===== src/rtl/food_placer_if.sv =====
// Signal bundle between the game controller / occupancy store (master side)
// and the food placer (slave side).
interface food_placer_if #(
    parameter int X_WIDTH = 7,
    parameter int Y_WIDTH = 6
);
    logic [X_WIDTH-1:0] frame_x_inside_grid;
    logic [Y_WIDTH-1:0] frame_y_inside_grid;
    logic [X_WIDTH-1:0] number_x_grid;
    logic [Y_WIDTH-1:0] number_y_grid;
    logic               place_req;
    logic               query_valid;
    logic [X_WIDTH-1:0] query_x;
    logic [Y_WIDTH-1:0] query_y;
    logic               occ_hit;
    logic [X_WIDTH-1:0] food_x;
    logic [Y_WIDTH-1:0] food_y;
    logic               food_valid;
    logic               place_fail;
    logic               busy;

    modport master (
        output frame_x_inside_grid, frame_y_inside_grid, number_x_grid, number_y_grid,
        output place_req, occ_hit,
        input  query_valid, query_x, query_y, food_x, food_y, food_valid, place_fail, busy
    );

    modport slave (
        input  frame_x_inside_grid, frame_y_inside_grid, number_x_grid, number_y_grid,
        input  place_req, occ_hit,
        output query_valid, query_x, query_y, food_x, food_y, food_valid, place_fail, busy
    );
endinterface


===== src/rtl/food_placer.sv =====
// Food-coordinate generator: LFSR draw inside the playable frame, then a
// linear scan through occupied cells using a one-cycle occupancy query.
module food_placer #(
    parameter int          X_WIDTH   = 7,
    parameter int          Y_WIDTH   = 6,
    parameter logic [15:0] SEED      = 16'hACE1,
    parameter int          MAX_DRAWS = 8,
    parameter int          RESET_X   = 20,
    parameter int          RESET_Y   = 20
) (
    input  logic         clk,
    input  logic         reset,
    food_placer_if.slave bus
);
    localparam int                 C_WIDTH    = X_WIDTH + Y_WIDTH;
    localparam int                 D_WIDTH    = $clog2(MAX_DRAWS + 1);
    localparam logic [15:0]        SEED_EFF   = (SEED == 16'h0000) ? 16'h0001 : SEED;
    localparam logic [D_WIDTH-1:0] DRAW_LIMIT = D_WIDTH'(MAX_DRAWS);
    localparam logic [X_WIDTH-1:0] FOOD_X_RST = X_WIDTH'(RESET_X);
    localparam logic [Y_WIDTH-1:0] FOOD_Y_RST = Y_WIDTH'(RESET_Y);

    typedef enum logic [1:0] {
        ST_IDLE  = 2'd0,
        ST_DRAW  = 2'd1,
        ST_QUERY = 2'd2,
        ST_WAIT  = 2'd3
    } state_t;

    state_t             state_r, state_s;
    logic [15:0]        lfsr_r;
    logic [X_WIDTH-1:0] x_min_r, x_max_r, cand_x_r, cand_x_s, food_x_r, food_x_s;
    logic [Y_WIDTH-1:0] y_min_r, y_max_r, cand_y_r, cand_y_s, food_y_r, food_y_s;
    logic [C_WIDTH-1:0] cells_r, scan_r, scan_inc_s, cells_s;
    logic [D_WIDTH-1:0] draw_r, draw_inc_s;
    logic               query_valid_r, food_valid_r, place_fail_r, busy_r;
    logic               query_valid_s, food_valid_s, place_fail_s, busy_s;

    logic [X_WIDTH:0]   x_diff_s, x_span_s;
    logic [Y_WIDTH:0]   y_diff_s, y_span_s;
    logic               degenerate_s, in_range_s, draw_done_s, scan_done_s;
    logic [X_WIDTH-1:0] lfsr_x_s;
    logic [Y_WIDTH-1:0] lfsr_y_s;

    function automatic logic [15:0] lfsr_step(input logic [15:0] v);
        return {v[0] ^ v[2] ^ v[3] ^ v[5], v[15:1]};
    endfunction

    // Frame limits from the live inputs; the top diff bit flags a wrapped subtraction.
    assign x_diff_s = {1'b0, bus.number_x_grid} - {1'b0, bus.frame_x_inside_grid}
                      - {{X_WIDTH{1'b0}}, 1'b1};
    assign y_diff_s = {1'b0, bus.number_y_grid} - {1'b0, bus.frame_y_inside_grid}
                      - {{Y_WIDTH{1'b0}}, 1'b1};
    assign x_span_s = {1'b0, x_diff_s[X_WIDTH-1:0]} - {1'b0, bus.frame_x_inside_grid}
                      + {{X_WIDTH{1'b0}}, 1'b1};
    assign y_span_s = {1'b0, y_diff_s[Y_WIDTH-1:0]} - {1'b0, bus.frame_y_inside_grid}
                      + {{Y_WIDTH{1'b0}}, 1'b1};
    assign cells_s  = {{(Y_WIDTH-1){1'b0}}, x_span_s} * {{(X_WIDTH-1){1'b0}}, y_span_s};
    assign degenerate_s = x_diff_s[X_WIDTH] | y_diff_s[Y_WIDTH]
                        | (x_diff_s[X_WIDTH-1:0] < bus.frame_x_inside_grid)
                        | (y_diff_s[Y_WIDTH-1:0] < bus.frame_y_inside_grid);

    assign lfsr_x_s    = lfsr_r[X_WIDTH-1:0];
    assign lfsr_y_s    = lfsr_r[C_WIDTH-1:X_WIDTH];
    assign in_range_s  = (lfsr_x_s >= x_min_r) && (lfsr_x_s <= x_max_r)
                      && (lfsr_y_s >= y_min_r) && (lfsr_y_s <= y_max_r);
    assign draw_inc_s  = draw_r + D_WIDTH'(1'b1);
    assign draw_done_s = (draw_inc_s == DRAW_LIMIT);
    assign scan_inc_s  = scan_r + C_WIDTH'(1'b1);
    assign scan_done_s = (scan_inc_s == cells_r);

    // State register.
    always_ff @(posedge clk or posedge reset) begin
        if (reset) begin
            state_r <= ST_IDLE;
        end else begin
            state_r <= state_s;
        end
    end

    // Next-state logic.
    always_comb begin
        state_s = state_r;
        case (state_r)
            ST_IDLE: begin
                if (bus.place_req && !degenerate_s) state_s = ST_DRAW;
                else                                state_s = ST_IDLE;
            end
            ST_DRAW: begin
                if (in_range_s || draw_done_s) state_s = ST_QUERY;
                else                           state_s = ST_DRAW;
            end
            ST_QUERY: state_s = ST_WAIT;
            ST_WAIT: begin
                if (bus.occ_hit && !scan_done_s) state_s = ST_QUERY;
                else                             state_s = ST_IDLE;
            end
            default: state_s = ST_IDLE;
        endcase
    end

    // Output and candidate next values, all captured by registers below.
    always_comb begin
        cand_x_s     = cand_x_r;
        cand_y_s     = cand_y_r;
        food_x_s     = food_x_r;
        food_y_s     = food_y_r;
        food_valid_s = 1'b0;
        place_fail_s = 1'b0;
        case (state_r)
            ST_IDLE: begin
                if (bus.place_req && degenerate_s) place_fail_s = 1'b1;
                else                               place_fail_s = 1'b0;
            end
            ST_DRAW: begin
                if (in_range_s) begin
                    cand_x_s = lfsr_x_s;
                    cand_y_s = lfsr_y_s;
                end else if (draw_done_s) begin
                    cand_x_s = x_min_r;
                    cand_y_s = y_min_r;
                end else begin
                    cand_x_s = cand_x_r;
                    cand_y_s = cand_y_r;
                end
            end
            ST_WAIT: begin
                if (!bus.occ_hit) begin
                    food_x_s     = cand_x_r;
                    food_y_s     = cand_y_r;
                    food_valid_s = 1'b1;
                end else if (scan_done_s) begin
                    place_fail_s = 1'b1;
                end else if (cand_x_r == x_max_r) begin
                    cand_x_s = x_min_r;
                    if (cand_y_r == y_max_r) cand_y_s = y_min_r;
                    else                     cand_y_s = cand_y_r + Y_WIDTH'(1'b1);
                end else begin
                    cand_x_s = cand_x_r + X_WIDTH'(1'b1);
                end
            end
            default: begin
                food_valid_s = 1'b0;
            end
        endcase
        query_valid_s = (state_s == ST_QUERY);
        busy_s        = (state_s != ST_IDLE);
    end

    // Free-running LFSR, bounds latch and the draw/scan counters.
    always_ff @(posedge clk or posedge reset) begin
        if (reset) begin
            lfsr_r  <= SEED_EFF;
            x_min_r <= {X_WIDTH{1'b0}};
            x_max_r <= {X_WIDTH{1'b0}};
            y_min_r <= {Y_WIDTH{1'b0}};
            y_max_r <= {Y_WIDTH{1'b0}};
            cells_r <= {C_WIDTH{1'b0}};
            scan_r  <= {C_WIDTH{1'b0}};
            draw_r  <= {D_WIDTH{1'b0}};
        end else begin
            lfsr_r <= lfsr_step(lfsr_r);
            case (state_r)
                ST_IDLE: begin
                    if (bus.place_req) begin
                        x_min_r <= bus.frame_x_inside_grid;
                        x_max_r <= x_diff_s[X_WIDTH-1:0];
                        y_min_r <= bus.frame_y_inside_grid;
                        y_max_r <= y_diff_s[Y_WIDTH-1:0];
                        cells_r <= cells_s;
                        scan_r  <= {C_WIDTH{1'b0}};
                        draw_r  <= {D_WIDTH{1'b0}};
                    end
                end
                ST_DRAW: begin
                    if (!in_range_s) draw_r <= draw_inc_s;
                end
                ST_WAIT: begin
                    if (bus.occ_hit) scan_r <= scan_inc_s;
                end
                default: begin
                    draw_r <= draw_r;
                end
            endcase
        end
    end

    // Registered outputs; the candidate register doubles as the query address.
    always_ff @(posedge clk or posedge reset) begin
        if (reset) begin
            cand_x_r      <= {X_WIDTH{1'b0}};
            cand_y_r      <= {Y_WIDTH{1'b0}};
            food_x_r      <= FOOD_X_RST;
            food_y_r      <= FOOD_Y_RST;
            food_valid_r  <= 1'b0;
            place_fail_r  <= 1'b0;
            query_valid_r <= 1'b0;
            busy_r        <= 1'b0;
        end else begin
            cand_x_r      <= cand_x_s;
            cand_y_r      <= cand_y_s;
            food_x_r      <= food_x_s;
            food_y_r      <= food_y_s;
            food_valid_r  <= food_valid_s;
            place_fail_r  <= place_fail_s;
            query_valid_r <= query_valid_s;
            busy_r        <= busy_s;
        end
    end

    assign bus.query_valid = query_valid_r;
    assign bus.query_x     = cand_x_r;
    assign bus.query_y     = cand_y_r;
    assign bus.food_x      = food_x_r;
    assign bus.food_y      = food_y_r;
    assign bus.food_valid  = food_valid_r;
    assign bus.place_fail  = place_fail_r;
    assign bus.busy        = busy_r;
endmodule


===== src/flat_wrapper.sv =====
// flat-port wrapper written by rule: the top's interface ports become plain ports
module food_placer_flat 
#(
    parameter int          X_WIDTH   = 7,
    parameter int          Y_WIDTH   = 6,
    parameter logic [15:0] SEED      = 16'hACE1,
    parameter int          MAX_DRAWS = 8,
    parameter int          RESET_X   = 20,
    parameter int          RESET_Y   = 20
)
  (clk, reset, bus_frame_x_inside_grid, bus_frame_y_inside_grid, bus_number_x_grid, bus_number_y_grid, bus_place_req, bus_occ_hit, bus_query_valid, bus_query_x, bus_query_y, bus_food_x, bus_food_y, bus_food_valid, bus_place_fail, bus_busy);
  food_placer_if #(.X_WIDTH(X_WIDTH), .Y_WIDTH(Y_WIDTH)) bus_i ();
  input  logic clk;
  input  logic reset;
  input wire logic [$bits(bus_i.frame_x_inside_grid)-1:0] bus_frame_x_inside_grid;
  input wire logic [$bits(bus_i.frame_y_inside_grid)-1:0] bus_frame_y_inside_grid;
  input wire logic [$bits(bus_i.number_x_grid)-1:0] bus_number_x_grid;
  input wire logic [$bits(bus_i.number_y_grid)-1:0] bus_number_y_grid;
  input wire logic [$bits(bus_i.place_req)-1:0] bus_place_req;
  input wire logic [$bits(bus_i.occ_hit)-1:0] bus_occ_hit;
  output wire logic [$bits(bus_i.query_valid)-1:0] bus_query_valid;
  output wire logic [$bits(bus_i.query_x)-1:0] bus_query_x;
  output wire logic [$bits(bus_i.query_y)-1:0] bus_query_y;
  output wire logic [$bits(bus_i.food_x)-1:0] bus_food_x;
  output wire logic [$bits(bus_i.food_y)-1:0] bus_food_y;
  output wire logic [$bits(bus_i.food_valid)-1:0] bus_food_valid;
  output wire logic [$bits(bus_i.place_fail)-1:0] bus_place_fail;
  output wire logic [$bits(bus_i.busy)-1:0] bus_busy;
  assign bus_i.frame_x_inside_grid = bus_frame_x_inside_grid;
  assign bus_i.frame_y_inside_grid = bus_frame_y_inside_grid;
  assign bus_i.number_x_grid = bus_number_x_grid;
  assign bus_i.number_y_grid = bus_number_y_grid;
  assign bus_i.place_req = bus_place_req;
  assign bus_i.occ_hit = bus_occ_hit;
  assign bus_query_valid = bus_i.query_valid;
  assign bus_query_x = bus_i.query_x;
  assign bus_query_y = bus_i.query_y;
  assign bus_food_x = bus_i.food_x;
  assign bus_food_y = bus_i.food_y;
  assign bus_food_valid = bus_i.food_valid;
  assign bus_place_fail = bus_i.place_fail;
  assign bus_busy = bus_i.busy;
  food_placer #(.X_WIDTH(X_WIDTH), .Y_WIDTH(Y_WIDTH), .SEED(SEED), .MAX_DRAWS(MAX_DRAWS), .RESET_X(RESET_X), .RESET_Y(RESET_Y)) u_core (.clk(clk), .reset(reset), .bus(bus_i));
endmodule

===== config.mk =====
export PLATFORM = sky130hd
export DESIGN_NAME = food_placer_flat
export DESIGN_NICKNAME = d
export VERILOG_FILES = /design/src/rtl/food_placer_if.sv /design/src/rtl/food_placer.sv /design/src/flat_wrapper.sv
export SDC_FILE = /design/constraint.sdc
export NUM_CORES = 1
export LEC_CHECK = 0
export BUFFER_PORTS_ARGS = -buffer_cell sky130_fd_sc_hd__buf_2
export CAP_MARGIN = 20
export CELL_PAD_IN_SITES_DETAIL_PLACEMENT = 1
export CELL_PAD_IN_SITES_GLOBAL_PLACEMENT = 1
export CORE_MARGIN = 4
export CORE_UTILIZATION = 45
export CTS_CLUSTER_DIAMETER = 80
export DETAILED_ROUTE_END_ITERATION = 6
export HOLD_SLACK_MARGIN = 0.02
export PLACE_DENSITY = 0.76
export SLEW_MARGIN = 20
export SYNTH_ARGS = -nofsm -noshare
export SYNTH_HDL_FRONTEND = slang
export SYNTH_SLANG_ARGS = --single-unit

===== constraint.sdc =====
create_clock -name clk -period 9.9 [get_ports clk]
set_clock_uncertainty 0.15 [all_clocks]
set_input_delay 1.98 -clock clk [delete_from_list [all_inputs] [get_ports clk]]
set_output_delay 1.98 -clock clk [all_outputs]
set_load 0.02 [all_outputs]

==> summary.txt, run 1 <==
status = complete, no violations
Async SR Flop Fraction = 100%
hold crit path type = flop to flop
Initial DRC Count = 228
setup TNS = 0 ns
Critical Path Sink Type = flop
die area = 21,200 um2
Worst-path clk slew = 0.09 ns
Initial Utilization = 45.6%
# IOs = 60
Max Cap Viol = 0
hold_buf cts = 0
Hold Fails Final Rpt = 0
post_cts resized = 0
antenna-violating nets left = 0
worst flop-to-flop path startpoint = u_core.x_max_r[4]
Critical R2R Capture = u_core.bus.query_x[3]
Worst R2R Path Depth = 10
TritonCTS Buffers = 9
RSZ-0062 raised after global routing = no
Layout Nets = 1,140
Setup crit start = bus_frame_y_inside_grid[0]
Crit Path Max Fanout = 4
Die H = 146 um
first-pass GRT wire length = 35,500 um
via count = 6,599
Slew Limit Fails = 0
Setup-failing EPs final = 0
number of synthesized flops with an enable pin = 0
CP Class = input pin to flop
Antenna diodes = 0
Slew HR = 46.9%
Root Buffer = clkbuf_16
share of layout cells above drive strength 1 = 12.7%
Avg Inst Size Synth = 9.26 um2
minimum clock period = 8.84 ns
Synth Register Bits = 104
Syn. warnings = 0
FMAX = 0.113 GHz
net count after synthesis = 1,086
DRT Wirelength = 21,100 um
antenna violations before repair = 0
postcts setup bufs = 0
period utilization = 89.3%
first-pass iteration count of the detailed router = 4
Layout area overhead = 10.0%
Synth Flop Type = dfrtp_1
Critical Path RT = 9.96 ns
Post-Syn Area = 8510 um2
CTS tree = done
Die W = 146 um
DR WL/cell = 17.4 um
Setup crit end = u_core.cells_r[12]
H-tree levels = 3
Vias/cell = 5.44
GRT Util Overall = 20.3%
flop-to-flop setup slack = 6.41 ns
clock sink count = 104
Remaining DRCs = 0
largest net degree at the start of global routing = 70
post-synthesis cell count = 919
hpwl dp = 16,700 um
GRT overflow = 0
worst slew pin tran = 0.797 ns
Final GP Congestion = 0.854
critical path launch point type = input pin
Port Buffers = 59
post-synthesis sequential area ratio = 30.8%
CORE AREA = 18,600 um2
vias in the first global route = 7,073
Yosys cell types = 61
Critical Path AT = 8.90 ns
deepest clock path buffer count = 2
num rows = 50
later-pin clock latency in the skew report = 0.36 ns
## worst min path at each step
stage	from	end	slack [ns]	cells after the start
2_1_floorplan	u_core.lfsr_r[14]	u_core.lfsr_r[13]	0.18	0
3_3_place_gp	u_core.lfsr_r[14]	u_core.lfsr_r[13]	0.19	0
3_5_place_dp	u_core.lfsr_r[14]	u_core.lfsr_r[13]	0.21	0
4_1_cts	u_core.lfsr_r[14]	u_core.lfsr_r[13]	0.24	0
5_1_grt	u_core.lfsr_r[14]	u_core.lfsr_r[13]	0.24	0
6_report	u_core.lfsr_r[14]	u_core.lfsr_r[13]	0.22	0
## cell usage after synthesis (3+ instances only)
cell      instances  area (um2)
o21bai_1          6        45.0
nor2b_1          23         144
nand3b_1          3        22.5
and3_1            5        31.3
inv_1           118         443
o41ai_1           4        35.0
a21o_1           13        97.6
mux2i_1           9        90.1
nor2_1           47         176
a31oi_1          11        68.8
and2_1           14        87.6
a21oi_2           3        26.3
nor3b_1           5        37.5
buf_2             6        30.0
nor3_1            5        25.0
mux2_2           16         180
fa_1             36         721
ha_1            101        1260
dfrtp_1          92        2300
o31ai_1          11        82.6
nor4_1            4        25.0
nand2_1          91         342
o21a_1            6        45.0
clkbuf_1         14        52.6
o221ai_1          7        61.3
o22ai_1          10        62.6
a21oi_1          29         145
o21ai_0          72         360
nand3_1          20         100
o211ai_1          3        22.5
nand2b_1         10        62.6
dfstp_2          12         315
xnor2_1          45         394
xor2_1           30         263
nand4_1           5        31.3
## kinds of logic (layout without fill, tap and decap cells)
family | Yosys count | in the layout | synth area share, %
and+or+nand+nor | 244 | 244 | 14.1
muxes | 26 | 26 | 3.35
adders and majority gates | 137 | 137 | 23.3
AOI/OAI and AO/OA | 192 | 192 | 14.2
buffers and inverters | 140 | 199 | 6.31
xor gates and xnor gates | 76 | 76 | 7.98
DFF | 104 | 104 | 30.8
## per-layer routing
| layer | GRT usage (%) | routed length (um) | up-vias |
|---|---|---|---|
| li1 | - | - | 3214 |
| met1 | 28.1 | 10100 | 3260 |
| met2 | 33.6 | 9960 | 101 |
| met3 | 3.05 | 649 | 24 |
| met4 | 5.27 | 352 | 0 |
| met5 | 0 | 0 | - |
## area by class of cell
type	count	area, um2
Timing Repair Buffer	65	340
Clock buffer	9	225
Multi-Input combinational cell	675	5360
Clock inverter	7	83.8
Tap cell	234	293
Inverter	118	445
Fill cell	2189	9280
Sequential cell	104	2620
## placed cells by master (no fill, tap or decap), types with 6 or more instances in the layout
cell	Yosys	final
a21o_1	13	13
nand3_1	20	20
mux2i_1	9	9
o221ai_1	7	7
o22ai_1	10	10
mux2_2	16	16
nor2_1	47	47
nor2b_1	23	23
nand2b_1	10	10
dfstp_2	12	12
a21oi_1	29	29
buf_2	6	59
xor2_1	30	30
o21ai_0	72	72
fa_1	36	36
o31ai_1	11	11
o21a_1	6	6
and2_1	14	14
xnor2_1	45	45
inv_1	118	117
ha_1	101	101
o21bai_1	6	6
clkbuf_16	0	9
dfrtp_1	92	92
nand2_1	91	90
a31oi_1	11	11
## through the flow
step	area (um2)	cells	worst slack [ns]	utilization, %	hold WS, ns
2_1_floorplan	8510	919	1.51	-	0.183
3_3_place_gp	9050	1195	1.01	48.5	0.187
3_5_place_dp	9050	1195	0.712	48.5	0.213
4_1_cts	9360	1211	0.981	50.2	0.242
5_1_grt	9360	1212	0.545	50.2	0.244
6_report	9360	1212	1.06	50.2	0.225
## state kept, by name, summed over array words and instances, names as in the netlist
register,flops
u_core.bus.query_x,7
u_core.bus.busy,1
u_core.y_min_r,6
u_core.scan_r,13
u_core.bus.query_y,6
u_core.bus.place_fail,1
u_core.cells_r,13
u_core.state_r,2
u_core.bus.query_valid,1
u_core.y_max_r,6
u_core.draw_r,4
u_core.bus.food_valid,1
u_core.bus.food_x,7
u_core.bus.food_y,6
u_core.x_max_r,7
u_core.x_min_r,7
u_core.lfsr_r,16
## worst max-delay path, stage by stage
cell and delay (ns):
buf_2 0.10, inv_1 0.07, ha_1 0.21, fa_1 0.41, a21o_1 0.18, a21oi_1 0.24
xnor2_1 0.19, ha_1 0.29, ha_1 0.31, inv_1 0.07, o311ai_0 0.34, a21oi_1 0.17
xor2_1 0.26, nand2_1 0.12, fa_1 0.53, fa_1 0.55, inv_1 0.06, fa_1 0.53
inv_1 0.06, fa_1 0.54, inv_1 0.05, ha_1 0.33, nor2b_1 0.15, o21a_1 0.19
o41ai_1 0.46, o21ai_0 0.22, xnor2_1 0.19, o21ai_0 0.10
Power of run 1 is not shown: default switching activity piles up to over one toggle a cycle in this logic, so the estimate is an artifact.
==> run 2, diff against run 1 <==
--- a/config.mk
+++ b/config.mk
@@ -5,7 +5,7 @@
 export SDC_FILE = /design/constraint.sdc
 export NUM_CORES = 1
 export LEC_CHECK = 0
-export BUFFER_PORTS_ARGS = -buffer_cell sky130_fd_sc_hd__buf_2
+export BUFFER_PORTS_ARGS = -buffer_cell sky130_fd_sc_hd__buf_4
 export CAP_MARGIN = 20
 export CELL_PAD_IN_SITES_DETAIL_PLACEMENT = 1
 export CELL_PAD_IN_SITES_GLOBAL_PLACEMENT = 1
==> summary.txt, run 2 (synthesis results as in run 1) <==
Layout area overhead = 11.6%
Worst-path clk slew = 0.08 ns (about the same)
Max Cap Viol = 0 (unchanged)
Vias/cell = 5.53 (+1.5%)
largest net degree at the start of global routing = 70 (unchanged)
H-tree levels = 3 (unchanged)
period utilization = 87.4% (-1.9 points)
first-pass GRT wire length = 35,900 um (+1.0%)
setup TNS = 0 ns (unchanged)
most frequent cells in the layout = 117 x inv_1, 101 x ha_1, 92 x dfrtp_1
hold crit path type = flop to flop
Port Buffers = 59 (unchanged)
Die H = 146 um (unchanged)
die area = 21,200 um2 (unchanged)
Fill cells = 2,172 (-0.78%)
worst slew pin tran = 0.800 ns (+0.00283 ns)
Final GP Congestion = 0.871 (+2.0%)
Antenna diodes = 0 (unchanged)
Critical Path AT = 8.72 ns (-0.18 ns)
flop-to-flop setup slack = 6.37 ns (-0.04 ns)
Slew Limit Fails = 0 (unchanged)
clock sink count = 104 (unchanged)
Initial Utilization = 45.6% (unchanged)
later-pin clock latency in the skew report = 0.36 ns (about the same)
Die W = 146 um (unchanged)
Crit Path Max Fanout = 4 (unchanged)
deepest clock path buffer count = 2 (unchanged)
postcts setup bufs = 0 (unchanged)
most flop-heavy register = u_core.lfsr_r
Root Buffer = clkbuf_16
Layout Nets = 1,140 (unchanged)
antenna violations before repair = 0 (unchanged)
DR WL/cell = 17.5 um (+0.76%)
DRT Wirelength = 21,300 um (+0.76%)
Setup-failing EPs final = 0 (unchanged)
Remaining DRCs = 0 (unchanged)
Initial DRC Count = 306 (+34%)
Top Registers = u_core.lfsr_r: 16 flops, u_core.cells_r: 13 flops, u_core.scan_r: 13 flops
first-pass iteration count of the detailed router = 5 (+1)
# IOs = 60 (unchanged)
commonest non-fill, non-tap cell in the layout = inv_1
share of layout cells above drive strength 1 = 12.7% (unchanged)
Hold Fails Final Rpt = 0 (unchanged)
minimum clock period = 8.66 ns (-0.185 ns)
num rows = 50 (unchanged)
CTS tree = done
Critical Path Sink Type = flop
critical path launch point type = input pin
vias in the first global route = 6,963 (-1.6%)
Critical Path RT = 9.96 ns (about the same)
footprint of the multi-input gates = 5360 um2 (unchanged)
GRT Util Overall = 20.7% (+0.35 points)
Register Area = 2620 um2 (unchanged)
max FFs per register = 16 (unchanged)
GRT overflow = 0 (unchanged)
RSZ-0062 raised after global routing = no
hold_buf cts = 0 (unchanged)
via count = 6,698 (+1.5%)
Slew HR = 46.7% (-0.19 points)
antenna-violating nets left = 0 (unchanged)
hpwl dp = 16,800 um (+0.57%)
post_cts resized = 0 (unchanged)
status = complete, no violations
TritonCTS Buffers = 9 (unchanged)
FMAX = 0.116 GHz (+2.1%)
CP Class = input pin to flop
CORE AREA = 18,600 um2 (unchanged)
run 2: cell count changes in the layout (fill, tap and decap cells not counted):
cell        change
clkinv_8        -1
clkinvlp_4      +2
clkinv_4        -1
buf_4          +60
inv_8           -2
clkbuf_4        -1
inv_6           +2
buf_2          -59
run 2: per-layer routing:
metal  routed length, um  track usage, %  share of wire [%]  vias up
met4                 347            6.17                1.6        0
li1                    -               -                  -     3220
met3                 662            2.30                3.1       20
met1               10100            28.8                 48     3356
met2               10100            34.3                 48      102
met5                   0               0                  0        -
run 2: area by class of cell:
cell class,instances,area share (%)
multi-input cells,675,56.4
repair buffers,65,5.14
clock buffers,9,2.37
well taps,234,3.08
clock inverters,7,0.725
inverters,118,4.69
flip-flops and latches,104,27.6
run 2: worst max-delay path, stage by stage:
cell	delay [ns]
buf_4	0.09
inv_1	0.06
ha_1	0.21
fa_1	0.41
a21o_1	0.18
a21oi_1	0.22
xnor2_1	0.19
ha_1	0.29
ha_1	0.33
inv_1	0.07
o311ai_0	0.33
a21oi_1	0.17
xor2_1	0.28
nand2_1	0.13
fa_1	0.53
fa_1	0.56
inv_1	0.06
fa_1	0.53
inv_1	0.05
fa_1	0.52
inv_1	0.04
ha_1	0.32
nor2b_1	0.14
o21a_1	0.19
o41ai_1	0.38
o21ai_0	0.20
xnor2_1	0.18
o21ai_0	0.08
run 2: path summary, 6_finish.rpt:
path | startpoint | end | cells past startpoint
max in group asynchronous | reset | u_core.y_min_r[0] | 3
min in group asynchronous | reset | u_core.bus.query_valid | 2
min | u_core.lfsr_r[14] | u_core.lfsr_r[13] | 0
min reg2reg | u_core.lfsr_r[14] | u_core.lfsr_r[13] | 0
max | bus_frame_y_inside_grid[0] | u_core.cells_r[12] | 28
max reg2reg | u_core.x_max_r[4] | u_core.bus.query_y[1] | 10
run 2: stage by stage:
step | cell area, um2 | cells | hold slack (ns) | utilization (%) | worst slack, ns
final | 9500 | 1212 | 0.220 | 50.9 | 1.24
after global routing | 9500 | 1212 | 0.228 | 50.9 | 0.761
after CTS | 9490 | 1211 | 0.223 | 50.9 | 1.20
after detailed placement | 9190 | 1195 | 0.205 | 49.3 | 0.831
after global placement | 9190 | 1195 | 0.187 | 49.3 | 1.02
after floorplan | 8510 | 919 | 0.183 | - | 1.51
Power of run 2 is left out for the same reason.
